--- src/rtl/swc_rtu_rsp_queue.sv ---
// Per-port show-ahead queue between the RTU response output and the swcore input block.
// It turns an all-zero destination mask into a drop, and counts responses lost to overflow.
module swc_rtu_rsp_queue #(
  parameter int g_num_ports  = 7,
  parameter int g_prio_width = 3,
  parameter int g_depth      = 4,
  parameter int g_cnt_width  = 16
) (
  input  logic                       clk_i,
  input  logic                       rst_n_i,
  input  logic                       rtu_valid_i,
  input  logic [g_num_ports-1:0]     rtu_dst_port_mask_i,
  input  logic                       rtu_drop_i,
  input  logic [g_prio_width-1:0]    rtu_prio_i,
  output logic                       rtu_full_o,
  output logic                       swc_rsp_valid_o,
  input  logic                       swc_rsp_ack_i,
  output logic [g_num_ports-1:0]     swc_dst_port_mask_o,
  output logic                       swc_drop_o,
  output logic [g_prio_width-1:0]    swc_prio_o,
  output logic [$clog2(g_depth):0]   level_o,
  output logic [g_cnt_width-1:0]     ovf_cnt_o,
  input  logic                       ovf_clr_i
);
  localparam int AW = $clog2(g_depth);
  localparam int LW = AW + 1;
  localparam int EW = g_num_ports + 1 + g_prio_width;
  localparam logic [LW-1:0] DEPTH = LW'(g_depth);

  logic [1:0]                    rst_sync_q;
  logic                          rst_n;
  logic [g_depth-1:0][EW-1:0]    mem_q;
  logic [EW-1:0]                 head_q, head_d, wdata;
  logic [AW-1:0]                 wr_ptr_q, rd_ptr_q;
  logic [LW-1:0]                 count_q, count_d;
  logic [g_cnt_width-1:0]        ovf_q, ovf_d;
  logic                          push, pop, ovf;

  // Reset asserts immediately but releases on a clock edge.
  always_ff @(posedge clk_i or negedge rst_n_i) begin
    if (!rst_n_i) rst_sync_q <= 2'b00;
    else          rst_sync_q <= {rst_sync_q[0], 1'b1};
  end
  assign rst_n = rst_sync_q[1];

  assign rtu_full_o = (count_q == DEPTH);
  assign push       = rtu_valid_i & ~rtu_full_o;
  assign ovf        = rtu_valid_i &  rtu_full_o;
  assign pop        = (count_q != '0) & swc_rsp_ack_i;

  always_comb begin
    wdata = {rtu_dst_port_mask_i, rtu_drop_i, rtu_prio_i};
    if (rtu_dst_port_mask_i == '0 && !rtu_drop_i)
      wdata = {{g_num_ports{1'b0}}, 1'b1, rtu_prio_i};
  end

  always_comb begin
    count_d = count_q + LW'(push) - LW'(pop);
    // Head register tracks the entry that will sit at rd_ptr after this edge.
    head_d  = head_q;
    if (pop && count_q > LW'(1))
      head_d = mem_q[rd_ptr_q + AW'(1)];
    else if (push && (count_q == '0 || (pop && count_q == LW'(1))))
      head_d = wdata;
  end

  always_comb begin
    ovf_d = ovf_q;
    if (ovf_clr_i)                 ovf_d = '0;
    else if (ovf && ovf_q != '1)   ovf_d = ovf_q + g_cnt_width'(1);
  end

  always_ff @(posedge clk_i or negedge rst_n) begin
    if (!rst_n) begin
      mem_q    <= '0;
      head_q   <= '0;
      wr_ptr_q <= '0;
      rd_ptr_q <= '0;
      count_q  <= '0;
      ovf_q    <= '0;
    end else begin
      if (push) begin
        mem_q[wr_ptr_q] <= wdata;
        wr_ptr_q        <= wr_ptr_q + AW'(1);
      end
      if (pop) rd_ptr_q <= rd_ptr_q + AW'(1);
      count_q <= count_d;
      head_q  <= head_d;
      ovf_q   <= ovf_d;
    end
  end

  assign swc_rsp_valid_o = (count_q != '0);
  assign {swc_dst_port_mask_o, swc_drop_o, swc_prio_o} = head_q;
  assign level_o   = count_q;
  assign ovf_cnt_o = ovf_q;

endmodule

--- config.mk ---
export PLATFORM = sky130hd
export DESIGN_NAME = swc_rtu_rsp_queue
export DESIGN_NICKNAME = d
export VERILOG_FILES = /design/src/rtl/swc_rtu_rsp_queue.sv
export SDC_FILE = /design/constraint.sdc
export NUM_CORES = 1
export LEC_CHECK = 0
export ABC_AREA = 1
export CAP_MARGIN = 20
export CORE_UTILIZATION = 40
export CTS_CLUSTER_SIZE = 24
export DETAILED_ROUTE_END_ITERATION = 8
export PLACE_DENSITY = 0.6
export SLEW_MARGIN = 0
export SYNTH_ARGS = -nofsm -noshare
export SYNTH_HDL_FRONTEND = slang
export SYNTH_SLANG_ARGS = --single-unit
export TNS_END_PERCENT = 20
--- constraint.sdc ---
create_clock -name clk_i -period 3.5 [get_ports clk_i]
set_clock_uncertainty 0.15 [all_clocks]
set_input_delay 0.7 -clock clk_i [delete_from_list [all_inputs] [get_ports clk_i]]
set_output_delay 0.7 -clock clk_i [all_outputs]
set_load 0.005 [all_outputs]
Word-level counts from Yosys, hierarchy flattened. Index checks and enable logic that the tools add are counted.

$add $sub $neg: 5. $lt $le $gt $ge: 4. Eq/ne operators: 3. Muxes and demuxes: 10. Bitwise operators: 4. Reduce and logical (&&, ||, !) cells: 13.

Operators by type and width (number): $mux W11 (5); $bwmux W44 (1); $mux W16 (2); $bmux W11 S2 (1); $demux W11 S2 (1); $add A16 B1 Y16 const B (1); $ne A16 B16 Y1 const B (1); $logic_not A7 Y1 (1); $logic_and A1 B1 Y1 (6); $lt A2 B3 Y1 const B (2); $add A2 B1 Y2 const B (2); $reduce_bool A2 Y1 (2); $add A3 B1 Y3 (1); $and A1 B1 Y1 (3); $eq A3 B1 Y1 const B (1); $eq A3 B3 Y1 const B (1); $gt A3 B1 Y1 const B (1); $logic_not A3 Y1 (1); $reduce_bool A3 Y1 (1); $sub A3 B1 Y3 (1); $ge A2 B1 Y1 const B (1); $logic_not A1 Y1 (1); $logic_or A1 B1 Y1 (1); $not A1 Y1 (1).

Flip-flop bits (word level): 80. Bits of input ports: 16. Output and inout bits: 32. Word-level logic and storage cells: 49.

Logic depth before layout (Yosys ltp).
Word-level depth: 7. Gate-level depth with buffers: 10. Gate-level depth less buffers: 10.

Least setup slack after synthesis. Ideal clock, no wire load.

Path kind: input to register. From: in swc_rsp_ack_i. To: reg count_q[2], in the netlist level_o[2]. Setup time: 122 ps. Data arrival time: 1840 ps. Data required time: 3228 ps. Slack: 1389 ps. Cell stages on the path: 8. Path buffers: 0. Path through: nand2_1 inv_1 ha_1 inv_1 ha_1 inv_1 fa_1 xor2_1.

Word-level cells in the longest chain between the ends: 2.

Ends and longest elaborated chain: start: declaration (line 17) `input logic swc_rsp_ack_i,`; $and A1 B1 Y1 (line 49) `assign pop = (count_q != '0) & swc_rsp_ack_i;`; via pop (line 37) `logic push, pop, ovf;`; $sub A3 B1 Y3 (line 58) `count_d = count_q + LW'(push) - LW'(pop);`; via count_d[2] (line 35) `logic [LW-1:0] count_q, count_d;`; end signal: assignment (line 87) `count_q <= count_d;`; end: declaration (line 35).

The timed path passes the listed nets, and every way through them passes these cells. A chain may end at the register's enable or synchronous reset.

Final worst setup path.
From: reg count_q[1], in the netlist level_o[1]. To: out rtu_full_o.

Word-level cells in the longest chain between the ends: 1.

Ends and longest elaborated chain: $eq A3 B3 Y1 (line 46) `assign rtu_full_o = (count_q == DEPTH);`; end: declaration (line 15) `output logic rtu_full_o,`.

No other way between the ends.

==> summary.txt <==
Timing
  – Worst Tran Pin Value: 790.5 ps
  – Fin crit share: 71.37%
  – Crit path time final: 2498 ps
  – Pins Over Slew Limit: 0
  – Final Setup Violations: 0
  – Unrepaired setup endpoints after global routing: no
  – Endpoints failing hold: 0
  – Setup ws final: 1002 ps
  – Max-Slew Margin vs Limit: 47.11%
  – Final Hold Slack: 16.69 ps
  – Setup TNS: 0 ps
  – Fmax: 400.3 MHz

Critical path
  – Peak per-stage delay on the critical path: 520 ps
  – Critical path, cell by cell: inv_1 -> nand3_2 -> inv_1 -> clkdlybuf4s50_1
  – CP Max Fanout: 4
  – Crit path launch type: register
  – Critical Path AT: 1650 ps
  – CP most frequent cell: inv_1
  – CP endpoint kind: output port
  – Critical Setup Path Class: reg2out
  – CP max-delay cell: clkdlybuf4s50_1
  – Critical Path RT: 2650 ps

Clocking
  – Sink Count: 80
  – Clock root cell: clkbuf_8
  – Worst skew pair latency: 350 ps
  – Clock transition at path regs: 80 ps
  – H-tree levels: 3
  – Hold bufs inserted after CTS: 0
  – CTS Buf Count: 9
  – CTS tree: done
  – Max clock buf depth: 2
  – CTS resizes: 0
  – Post-CTS Setup Bufs: 0

Floorplan
  – Placement Rows: 36
  – IO Pins: 48
  – Core Area: 9729 um^2
  – Starting density of the core: 40.97%
  – Die Y: 101.8 um
  – Die Area: 10370 um^2
  – Die width: 101.8 um

Detailed routing
  – Drt total wl: 9440 um
  – ANT nets after route: 0
  – Via density: 4.844
  – Drt initial violations: 150
  – Drt first pass iters: 5
  – DRC Markers: 0
  – Via count: 3328
  – Routed len/inst: 13.74 um

Final layout
  – Most frequent cells in the layout: 170 x nand2_1, 79 x dfrtp_1, 62 x inv_1
  – Layout cell share with drive strength beyond 1: 7.762%
  – Fillers: 984
  – Layout area overhead: 20.81%
  – Commonest non-fill, non-tap cell in the layout: nand2_1
  – Final net count: 575
  – N_diodes: 0
  – Final core utilization: 49.50%
  – Non-Filler Instances: 687

GRT
  – First-pass GRT wire length: 15790 um
  – Vias in the first global route: 3204
  – GR peak layer: met2
  – Met3 capacity usage during global routing: 4.309%
  – Grt met1 use: 29.23%
  – Initial antenna violation count: 0
  – Gr usage total: 20.01%
  – Grt total ovfl: 0
  – Pin count of the biggest net entering global routing: 79
  – Grt met2 use: 29.37%

Synthesis
  – Mapped Nets: 524
  – Sequential cell area fraction in the yosys report: 50.22%
  – #FFs+latches synth: 80
  – Cells after Synth: 498
  – Mapped Avg Cell Area: 8.005 um^2
  – Synth cell types: 32
  – Cell Area, Synth: 3986 um^2
  – Yosys warnings: 0

Placement
  – Routability Congestion: 0.7744
  – Pre-CTS WS: 773.7 ps
  – Buffers on Ports: 47
  – HPWL after detailed placement: 6513 um
  – Placed cell count: 670

Pwr
  – Leakage Power: 2.257 nW
  – VDD IR max: 360.8 uV
  – PwrDens: 727.1 nW/um^2

Min path
  – Hold WC Path Type: reg2async

Job
  – Max cap viols: 0

Status
  – Outcome: finished, final reports clean
synthesized netlist by cell type:
library cell    n  area (um^2)
xnor2_1         1        8.760
nor2_1         23        86.33
fa_1            1        20.02
o221ai_1        7        61.31
nand2_2         2        12.51
dfrtp_1        80         2002
buf_4           1        7.510
o21ai_0        53        265.3
o21ai_1         2        10.01
o211ai_1        3        22.52
ha_1            9        112.6
nor2_2          6        37.54
o21bai_1        4        30.03
buf_1           1        3.750
o21ai_2         1        8.760
clkbuf_1        3        11.26
conb_1          1        3.750
nor2_4          3        33.78
inv_1          62        232.7
buf_2           7        35.03
nand3_1        24        120.1
nand4_1        11        68.82
o22ai_1         2        12.51
a21oi_1         6        30.03
nand3_2         1        10.01
clkinv_2        1        5.000
inv_2           4        15.01
xor2_1          6        52.55
buf_6           1        11.26
nand2_1       170        638.1
nand2_4         1        11.26
or2_2           1        6.260
final cells by class:
class                           instances  area [um^2]  share of cell area, %
Clock buffer                           12        165.2                  3.429
Clock inverter                          4        27.53                 0.5716
Multi-Input combinational cell        338         1663                  34.53
Timing Repair Buffer                   53        535.5                  11.12
Tap cell                              133        166.4                  3.455
Sequential cell                        80         2006                  41.65
Inverter                               67        252.7                  5.248
kinds of logic (layout without fill, tap and decap cells):
kind of cell,count (synthesis),count (layout),synth area share [%]
AO/OA/AOI/OAI,78,78,11.05
XOR/XNOR,7,7,1.538
adder cells (fa/ha/maj),10,10,3.327
buffers and inverters,80,136,8.066
flip-flops,80,80,50.22
other,1,1,0.09407
AND/OR/NAND/NOR,242,242,25.71
through the flow:
step                      total power [mW]  cell area (um^2)
after floorplan                      2.359              3986
after global placement               2.828              4596
after detailed placement             2.874              4596
after CTS                            3.542              4788
after global routing                 3.827              4816
final                                3.502              4816
flip-flops by register name (all words and copies together) (netlist names):
| register | count |
|---|---|
| head_q | 11 |
| level_o | 3 |
| mem_q | 44 |
| ovf_cnt_o | 16 |
| rd_ptr_q | 2 |
| rst_sync_q | 2 |
| wr_ptr_q | 2 |
routing by layer:
metal | wire (um) | share of wire, %
met1 | 4726 | 50
met2 | 4146 | 44
met3 | 436 | 4.6
met4 | 131 | 1.4
met5 | 0 | 0
critical path: cells and delay by family, from the launching register on:
family	cells	cell delay [ps]
DFF	1	440
and+or+nand+nor	1	120
buffers and inverters	3	740
worst paths after layout:
kind                                     from             to  slack, ps  cells after the start
worst max register to register     level_o[1]      head_q[9]       1190                      9
worst max-delay path               level_o[1]     rtu_full_o       1000                      4
min in group clk_i              rst_sync_q[0]  rst_sync_q[1]        210                      0
worst min register to register  rst_sync_q[1]   ovf_cnt_o[4]         20                      0
worst min-delay path            rst_sync_q[1]   ovf_cnt_o[4]         20                      0
max in group asynchronous       rst_sync_q[1]      head_q[4]       2580                      1
where the power goes:
| part | internal (mW) | switching (mW) | total (mW) |
|---|---|---|---|
| clock | 0.315 | 0.339 | 0.654 |
| sequential | 1.28 | 0.209 | 1.49 |
| combinational | 0.560 | 0.800 | 1.36 |
Note: power is estimated with default switching activity, not from simulation.
